$ cat config.mk
export PLATFORM = sky130hd
export DESIGN_NAME = io_bank_arbiter
export DESIGN_NICKNAME = d
export VERILOG_FILES = /design/src/rtl/io_bank_arbiter.sv
export SDC_FILE = /design/constraint.sdc
export NUM_CORES = 1
export LEC_CHECK = 0
export ABC_AREA = 1
export CORE_ASPECT_RATIO = 0.7
export CORE_MARGIN = 2
export CORE_UTILIZATION = 27
export CTS_BUF_LIST = sky130_fd_sc_hd__clkbuf_8
export DETAILED_ROUTE_END_ITERATION = 10
export PLACE_DENSITY = 0.64
export SYNTH_ARGS = -nofsm -noshare
export SYNTH_HDL_FRONTEND = slang
export SYNTH_SLANG_ARGS = --single-unit
$ cat constraint.sdc
create_clock -name clk -period 2.1 [get_ports clk]
set_clock_uncertainty 0.2 [all_clocks]
set_input_delay 0.63 -clock clk [delete_from_list [all_inputs] [get_ports clk]]
set_output_delay 0.63 -clock clk [all_outputs]
set_load 0.1 [all_outputs]
$ cat src/rtl/io_bank_arbiter.sv
// Round-robin owner of a shared bidirectional IO bank, with a tristate turnaround
// gap between owners and a hold timeout that applies while others are waiting.
module io_bank_arbiter #(
   parameter int NUM_REQ     = 2,
   parameter int IO_W        = 10,
   parameter int TURN_CYCLES = 2,
   parameter int MAX_HOLD    = 64
) (
   input  logic                    clk,
   input  logic                    rst,
   input  logic [NUM_REQ-1:0]      req,
   output logic [NUM_REQ-1:0]      gnt,
   input  logic [NUM_REQ*IO_W-1:0] req_out,
   input  logic [NUM_REQ*IO_W-1:0] req_oeb,
   input  logic [IO_W-1:0]         io_in,
   output logic [IO_W-1:0]         io_out,
   output logic [IO_W-1:0]         io_oeb,
   output logic [IO_W-1:0]         io_rd,
   output logic                    busy,
   output logic                    timeout_pulse
);
   localparam int PW = (NUM_REQ > 1) ? $clog2(NUM_REQ) : 1;
   localparam int HW = $clog2(MAX_HOLD);
   localparam int TW = (TURN_CYCLES > 0) ? $clog2(TURN_CYCLES + 1) : 1;
   localparam logic [HW-1:0] HOLD_MAX = HW'(MAX_HOLD - 1);

   typedef enum logic [1:0] {IDLE, TURN, OWN} state_t;

   state_t            state_reg, state_next;
   logic [PW-1:0]     rr_ptr_reg, rr_ptr_next;
   logic [PW-1:0]     owner_reg, owner_next;
   logic [NUM_REQ-1:0] gnt_reg, gnt_next;
   logic [HW-1:0]     hold_cnt_reg, hold_cnt_next;
   logic [TW-1:0]     turn_cnt_reg, turn_cnt_next;
   logic              timeout_pulse_reg, timeout_pulse_next;
   logic [IO_W-1:0]   io_rd_reg;

   logic [PW-1:0]      pick;
   logic [NUM_REQ-1:0] pick_onehot;
   logic [NUM_REQ-1:0] owner_onehot;
   logic               others_pending;
   logic [IO_W-1:0]    out_slice [NUM_REQ];
   logic [IO_W-1:0]    oeb_slice [NUM_REQ];

   genvar gi;
   generate
      for (gi = 0; gi < NUM_REQ; gi++) begin : g_req
         assign pick_onehot[gi]  = (pick == PW'(gi));
         assign owner_onehot[gi] = (owner_reg == PW'(gi));
         assign out_slice[gi]    = req_out[gi*IO_W +: IO_W];
         assign oeb_slice[gi]    = req_oeb[gi*IO_W +: IO_W];
      end
   endgenerate

   assign others_pending = |(req & ~owner_onehot);

   // First requester at or after rr_ptr, wrapping.
   always_comb begin
      pick = rr_ptr_reg;
      for (int k = NUM_REQ - 1; k >= 0; k--) begin
         if (req[(int'(rr_ptr_reg) + k) % NUM_REQ]) begin
            pick = PW'((int'(rr_ptr_reg) + k) % NUM_REQ);
         end
      end
   end

   always_comb begin
      state_next         = state_reg;
      rr_ptr_next        = rr_ptr_reg;
      owner_next         = owner_reg;
      gnt_next           = gnt_reg;
      hold_cnt_next      = hold_cnt_reg;
      turn_cnt_next      = turn_cnt_reg;
      timeout_pulse_next = 1'b0;
      case (state_reg)
         IDLE: begin
            if (|req) begin
               owner_next = pick;
               if (TURN_CYCLES == 0) begin
                  state_next    = OWN;
                  gnt_next      = pick_onehot;
                  hold_cnt_next = '0;
               end else begin
                  state_next    = TURN;
                  turn_cnt_next = TW'(TURN_CYCLES);
               end
            end
         end
         TURN: begin
            if (!req[owner_reg]) begin
               state_next = IDLE;
            end else if (turn_cnt_reg == TW'(1)) begin
               // Counter reaches zero on this edge: the gap is exactly TURN_CYCLES long.
               state_next    = OWN;
               gnt_next      = owner_onehot;
               hold_cnt_next = '0;
               turn_cnt_next = '0;
            end else begin
               turn_cnt_next = turn_cnt_reg - TW'(1);
            end
         end
         OWN: begin
            if (!req[owner_reg] || (hold_cnt_reg == HOLD_MAX && others_pending)) begin
               state_next         = IDLE;
               gnt_next           = '0;
               rr_ptr_next        = (owner_reg == PW'(NUM_REQ - 1)) ? '0 : owner_reg + PW'(1);
               timeout_pulse_next = req[owner_reg];
            end else if (hold_cnt_reg != HOLD_MAX) begin
               hold_cnt_next = hold_cnt_reg + HW'(1);
            end
         end
         default: state_next = IDLE;
      endcase
   end

   always_ff @(posedge clk) begin
      if (rst) begin
         state_reg         <= IDLE;
         rr_ptr_reg        <= '0;
         owner_reg         <= '0;
         gnt_reg           <= '0;
         hold_cnt_reg      <= '0;
         turn_cnt_reg      <= '0;
         timeout_pulse_reg <= 1'b0;
         io_rd_reg         <= '0;
      end else begin
         state_reg         <= state_next;
         rr_ptr_reg        <= rr_ptr_next;
         owner_reg         <= owner_next;
         gnt_reg           <= gnt_next;
         hold_cnt_reg      <= hold_cnt_next;
         turn_cnt_reg      <= turn_cnt_next;
         timeout_pulse_reg <= timeout_pulse_next;
         io_rd_reg         <= io_in;
      end
   end

   assign gnt           = gnt_reg;
   assign busy          = (state_reg != IDLE);
   assign timeout_pulse = timeout_pulse_reg;
   assign io_rd         = io_rd_reg;
   assign io_out        = (state_reg == OWN) ? out_slice[owner_reg] : '0;
   assign io_oeb        = (state_reg == OWN) ? oeb_slice[owner_reg] : '1;

endmodule

; Yosys cells after proc, flatten, opt, wreduce, memory -nomap -nowiden
; Index checks and enable logic that the tools add are counted.
[classes]
n_lt_le_gt_ge = 4
mux = 35
n_addsub = 4
bitwise = 7
n_eq_ne = 12
n_reduce_logical = 16
[ops]
columns = cell, count
row1 = $mux 10, 8
row2 = $mux 6, 4
row3 = $mux 2, 9
row4 = $ne 2x2->1 const B, 6
row5 = $pmux 6 s2, 1
row6 = $mux 1, 10
row7 = $pmux 2 s2, 2
row8 = $add 6x1->6 const B, 1
row9 = $eq 6x6->1 const B, 1
row10 = $ne 6x6->1 const B, 1
row11 = $pmux 2 s3, 1
row12 = $reduce_and 3->1, 2
row13 = $reduce_bool 2->1, 3
row14 = $reduce_and 5->1, 1
row15 = $eq 2x1->1 const B, 2
row16 = $lt 1x2->1 const B, 2
row17 = $reduce_and 2->1, 2
row18 = $reduce_and 4->1, 1
row19 = $reduce_or 2->1, 2
row20 = $lt 2x3->1 const B, 1
row21 = $ne 3x3->1 const B, 1
row22 = $not 1->1, 3
row23 = $reduce_or 3->1, 1
row24 = $add 1x1->1 const B, 2
row25 = 11 further kinds, 11
[word_totals]
inputBits = 54
word_cells = 86
register_bits = 25
out_inout_bits = 34

; Longest topological paths before layout
; Gate-level depths: netlist of run 1.
[depth]
word_depth = 8
mapped_depth = 10
depth_no_buf = 10

; Least setup slack after synthesis of run 1
; No wires, ideal clock.
[synth_timing]
kind = flip-flop to output port
startpoint = register owner_reg
endpoint = output io_out[0]
t_arrival_ns = 2.233
n_path_buf = 1
path_stages_with_launch = 4
slack_ns = -0.963
required_time_ns = 1.270
path_cell_list = dfxtp_1 -> clkbuf_1 -> nand2_1 -> a21oi_1
[synth_via]
elab_chain_cells = 5
[synth_lines]
columns = element, line
row1 = "start, declared", 31  ; logic [PW-1:0] owner_reg, owner_next;
row2 = "start signal, assigned", 129  ; owner_reg <= owner_next;
row3 = $not 1->2 (not written as such), 142  ; assign io_out = (state_reg == OWN) ? out_slice[owner_reg] : '0;
row4 = $mux 10 (not written as such) (3 in a row), 142
row5 = $mux 10, 142
row6 = "end, declared", 16  ; output logic [IO_W-1:0] io_out,
; No other way between the ends. The select of a mux whose other input is x is not followed.

; Worst setup path after layout of run 1
[layout_timing]
startpoint = register owner_reg
endpoint = output io_out[1]
; The elaborated chain is that of the path after synthesis.

==> metrics, run 1 <==
worst-skew pair later-pin latency 0.27 ns; final setup fails 4; HP Class flip-flop to flip-flop; initial antenna violation count 0; Initial Util 28.2%; Remaining Overflow, GRT 0; failing checks setup timing; Synth Register Bits 25; detailed-route DRC error count 0; Worst VDD drop 0.000450 V; DP HPWL 3.54 mm; CP max FO 5; Final Max Slew Viols 0; core area 4810 um^2; worst endpoint required time 1.27 ns; final core occ 67.3%; TNS Setup -0.0320 ns; PortBufs 87; hold_buf cts 0; Hold Slack 0.277 ns; Worst slew margin 73.1%; fin cells 391; register area 507 um^2; Area Growth Syn to Fin 139%; CTS tree built; die width 88.7 um; post-synth net total 274; syn avg cell area 6.22 um^2; Boundary Pins 88; Largest register FFs 10; CP endpoint kind output pin; Tightest Pin Transition 0.402 ns; layout filler cell count 405; CP arrival 1.29 ns; RSZ-0062 raised after global routing true; Routability Congestion 0.780; Ys Warns 0; Routed WL 4.54 mm; total CTS buffers 3; multi-input logic area 1040 um^2; LEAKAGE 1.42 nW; sequential share of the synthesized area 36.9%; post-synth top area cell dfxtp_1; CP Launch Type flip-flop; Final min period 2.12 ns; share of the synthesized area in the top cell type 36.9%; clk slew on worst S/H paths 0.09 ns; initial drt markers 58; PwrDens 402 nW/um^2; DR pass1 iterations 4; global-route wire length before repair 7.44 mm; Area contributors post-synth dfxtp_1 37%, nand2_1 20%, inv_1 9.4%, a21oi_1 7.7%, nand3_1 6.3%; fin crit share 101%; clock sinks 25; max cap viols 0; Cells after DPL 382; H-tree depth 1; GRT Total Usage 16.6%; crit path kind flip-flop to output pin; chip height 63.3 um; largest net degree at the start of global routing 16; fmax 472 MHz; status finished, violations left; Mapped Cells 218; Via Count 1,686; clock tree buffer depth 2; share of cells above drive strength 1 40.1%; full die area 5620 um^2; Distinct cells, synth 20; ant diodes 0; Final Hold Vio Count 0; synthesized cell area 1360 um^2; Via density 4.31; routed wire length per instance 11.6 um; clock root cell clkbuf_8; Cell Rows 21; Post-layout nets 379; vias in the first global route 1,631; DRT antenna net count 0; final worst setup slack -0.0177 ns
-- report_power, final --
part	leakage [nW]	internal, W	switching, W	total (W)
Sequential	0.207	0.000496	0.0000179	0.000514
Clock	0.0217	0.000134	0.000157	0.000292
Combinational	1.19	0.000210	0.000283	0.000493
-- cells in the mapped netlist --
master / count
a21oi_1: 21
a31oi_1: 1
clkbuf_1: 8
dfxtp_1: 25
ha_1: 2
inv_1: 34
inv_2: 1
nand2_1: 71
nand2_2: 1
nand3_1: 17
nand3_2: 1
nand4_1: 6
nor2_1: 18
nor3_1: 1
o211a_1: 1
o211ai_1: 1
o21ai_0: 6
o21ai_1: 1
o21bai_4: 1
xnor2_1: 1
-- per-stage QoR --
step	total power (W)	cell area, um^2	worst slack (ns)
floorplan	0.000772	1620	-0.0122
global placement	0.000989	3010	-0.263
detailed placement	0.000994	3010	-0.281
CTS	0.00130	3210	-0.0307
global route	0.00138	3240	-0.0584
finish	0.00130	3240	-0.0177
-- placed cells by master (no fill, tap or decap), drive strengths merged --
master,n
ha,2
nand4,6
inv,35
dlygate4sd2,40
dfxtp,25
o211ai,1
xnor2,1
buf,54
nor3,1
a31oi,1
clkdlybuf4s50,13
o21bai,1
o211a,1
nand3,18
nor2,18
o21ai,7
nand2,72
clkbuf,4
clkinvlp,1
a21oi,21
-- timing repair --
action                     4_1_cts  5_1_grt
pin swaps                       35        8
buffers inserted                 4        1
setup endpoints to repair       20       21
cloned                           1        1
resized for setup               94        8
-- metal layers --
layer / GRT usage [%] / up-vias / wire length (um)
met5: 0 / - / 0
met4: 1.70 / 0 / 0
met3: 4.85 / 0 / 277
met2: 26.3 / 46 / 2100
met1: 23.1 / 753 / 2160
li1: - / 887 / -
-- critical path, cell delays in order (launching register included) --
cell and delay, ns:
dfxtp_4 0.38, inv_6 0.08, clkbuf_16 0.14, nand2_2 0.06
a21oi_4 0.15, buf_12 0.19
-- path summary, 6_finish.rpt --
| path | startpoint | to | slack [ns] | cells after the start |
|---|---|---|---|---|
| min reg2reg | rr_ptr_reg$_SDFFE_PP0P_ | rr_ptr_reg$_SDFFE_PP0P_ | 0.28 | 2 |
| max | owner_reg$_SDFFE_PP0P_ | io_out[1] | -0.02 | 5 |
| min | rr_ptr_reg$_SDFFE_PP0P_ | rr_ptr_reg$_SDFFE_PP0P_ | 0.28 | 2 |
| max reg2reg | hold_cnt_reg[1]$_SDFFE_PP0P_ | timeout_pulse$_SDFF_PP0_ | 0.23 | 7 |
-- final cells by class --
| type | instances | area share, % |
|---|---|---|
| clock buffer | 3 | 1.28 |
| inverter | 35 | 4.29 |
| timing repair buffer | 108 | 43.6 |
| multi-input combinational | 150 | 32.3 |
| tap | 69 | 2.67 |
| sequential | 25 | 15.7 |
| clock inverter | 1 | 0.232 |
-- logic make-up (layout without fill, tap and decap cells) --
logic type	Yosys count	count (layout)	synth area share, %
DFF	25	25	36.9
and+or+nand+nor	115	115	35.2
adders and majority gates	2	2	1.84
buffers and inverters	43	147	11.9
xor gates and xnor gates	1	1	0.646
AOI/OAI and AO/OA	32	32	13.5
(Power assumes the default switching activity.)
==> run 2: changes to the inputs <==
Settings changed: CAP_MARGIN set to 10, CORE_MARGIN 2 to 4, CORE_UTILIZATION 27 to 37, PLACE_DENSITY 0.64 to 0.83.
==> run 2 against run 1 <==
  * The flow finishes with violations (DRC, setup timing)
  * Power grew 9.6%
  * Critical path depth grew 5
  * Count of clock-buffer cells in the layout is the same
  * Design area grew 3.8%
  * Register-to-register slack lost 0.42 ns
  * Clock power is essentially flat
  * Critical endpoint is now hold_cnt_reg[5]$_SDFFE_PP0P_
==> metrics, run 2 (synthesis gave the netlist of run 1 again) <==
clk slew on worst S/H paths 0.09 ns; routed wire length per instance 28.7 um; max cap viols 0; commonest non-fill, non-tap cell in the layout buf_12; total CTS buffers 3; die width 80.4 um; worst-skew pair later-pin latency 0.28 ns; CP arrival 2.29 ns; crit-path cells inv_1 > nand2_1 > inv_1 > nand2_1 > nand2_1 > inv_1 > nand3_2 > nand2_1 > nand2_1 > nor2_1; Final min period 2.29 ns; PortBufs 87; failing checks DRC, setup timing; global-route wire length before repair 13.1 mm; most frequent CP cell nand2_1; slowest stage delay, CP 0.42 ns; initial antenna violation count 1; CTS tree built; PwrDens 424 nW/um^2; commonest cells after routing, fill and taps aside 39 x buf_12, 38 x dlygate4sd2_1, 33 x nand2_2; Via Count 2,427; final worst setup slack -0.192 ns; initial drt markers 380; cell family with most CP delay simple AND/OR/NAND/NOR gates; TNS Setup -1.96 ns; H-tree depth 1; LEAKAGE 1.49 nW; Worst VDD drop 0.000488 V; Post-layout nets 381; final setup fails 27; GRT Total Usage 37.7%; clock root cell clkbuf_8; Remaining Overflow, GRT 0; crit path kind flip-flop to flip-flop; full die area 4710 um^2; Initial Util 38.4%; CP max FO 6; Final Max Slew Viols 0; Worst slew margin 65.7%; detailed-route DRC error count 2; Max stage delay cell, worst path dfxtp_4; Final Hold Vio Count 0; DP HPWL 4.45 mm; largest net degree at the start of global routing 14; Cell Rows 18; Largest register FFs 10; clock sinks 25; HP Class flip-flop to flip-flop; layout filler cell count 86; fmax 436 MHz; chip height 58.7 um; Routability Congestion 0.756; DR pass1 iterations 9; CP endpoint kind flip-flop; crit path buf inv count 3; Via density 6.47; fin crit share 109%; clock tree buffer depth 2; DRT antenna net count 0; core area 3540 um^2; Tightest Pin Transition 0.508 ns; Pwr Total 0.00142 W; worst endpoint required time 2.10 ns; status finished, violations left; final core occ 95.0%; Area Growth Syn to Fin 148%; CP Launch Type flip-flop; vias in the first global route 2,300; RSZ-0062 raised after global routing true; Routed WL 10.8 mm; hold_buf cts 0; Boundary Pins 88; share of cells above drive strength 1 41.7%
[run 2: path summary, 6_finish.rpt]
kind,slack (ns),from,to,cells past startpoint
hold reg to reg,0.38,hold_cnt_reg[1]$_SDFFE_PP0P_,hold_cnt_reg[1]$_SDFFE_PP0P_,2
hold / removal,0.38,hold_cnt_reg[1]$_SDFFE_PP0P_,hold_cnt_reg[1]$_SDFFE_PP0P_,2
setup reg to reg,-0.19,state_reg[1]$_SDFFE_PP0P_,hold_cnt_reg[5]$_SDFFE_PP0P_,10
setup / recovery,-0.19,state_reg[1]$_SDFFE_PP0P_,hold_cnt_reg[5]$_SDFFE_PP0P_,10
[run 2: area by class of cell]
| type | count | area [um^2] | share of cell area, % |
|---|---|---|---|
| Tap cell | 50 | 62.6 | 1.86 |
| Sequential cell | 25 | 512 | 15.2 |
| Multi-Input combinational cell | 150 | 1110 | 33.0 |
| Antenna cell | 1 | 2.50 | 0.0745 |
| Clock buffer | 3 | 41.3 | 1.23 |
| Clock inverter | 1 | 3.75 | 0.112 |
| Inverter | 35 | 151 | 4.51 |
| Timing Repair Buffer | 110 | 1480 | 44.0 |
[run 2: power breakdown]
part           total, W  switching, W  internal (W)
sequential     0.000524     0.0000283      0.000495
clock          0.000293      0.000162      0.000131
combinational  0.000608      0.000379      0.000228
[run 2: worst register-to-register path, cell delays in order, from the launching register on]
cell	delay, ns
dfxtp_4	0.42
inv_1	0.14
nand2_1	0.23
inv_1	0.18
nand2_1	0.13
nand2_1	0.08
inv_1	0.23
nand3_2	0.18
nand2_1	0.15
nand2_1	0.10
nor2_1	0.18
[run 2: routing by layer]
metal	vias to the layer above	part of all wire, %	GRT usage [%]
met5	-	0	0
met2	280	45	65.1
met3	121	12	10.4
li1	898	-	-
met1	1128	33	39.5
met4	0	9.9	28.4
[run 2: metrics by stage]
step | std cells | hold WS [ns] | worst slack [ns] | area (um^2)
floorplan | 218 | 0.239 | -0.0122 | 1620
global placement | 360 | 0.260 | -0.269 | 2960
detailed placement | 360 | 0.276 | -0.342 | 2960
CTS | 372 | 0.297 | -0.0389 | 3220
global route | 375 | 0.392 | -0.211 | 3360
finish | 375 | 0.375 | -0.192 | 3360
[run 2: timing repair]
action | in CTS | in global routing
setup buffers | 6 | 0
gates cloned | 2 | 2
pin swaps | 40 | 5
setup endpoints to repair | 22 | 30
gates resized for setup | 100 | 25
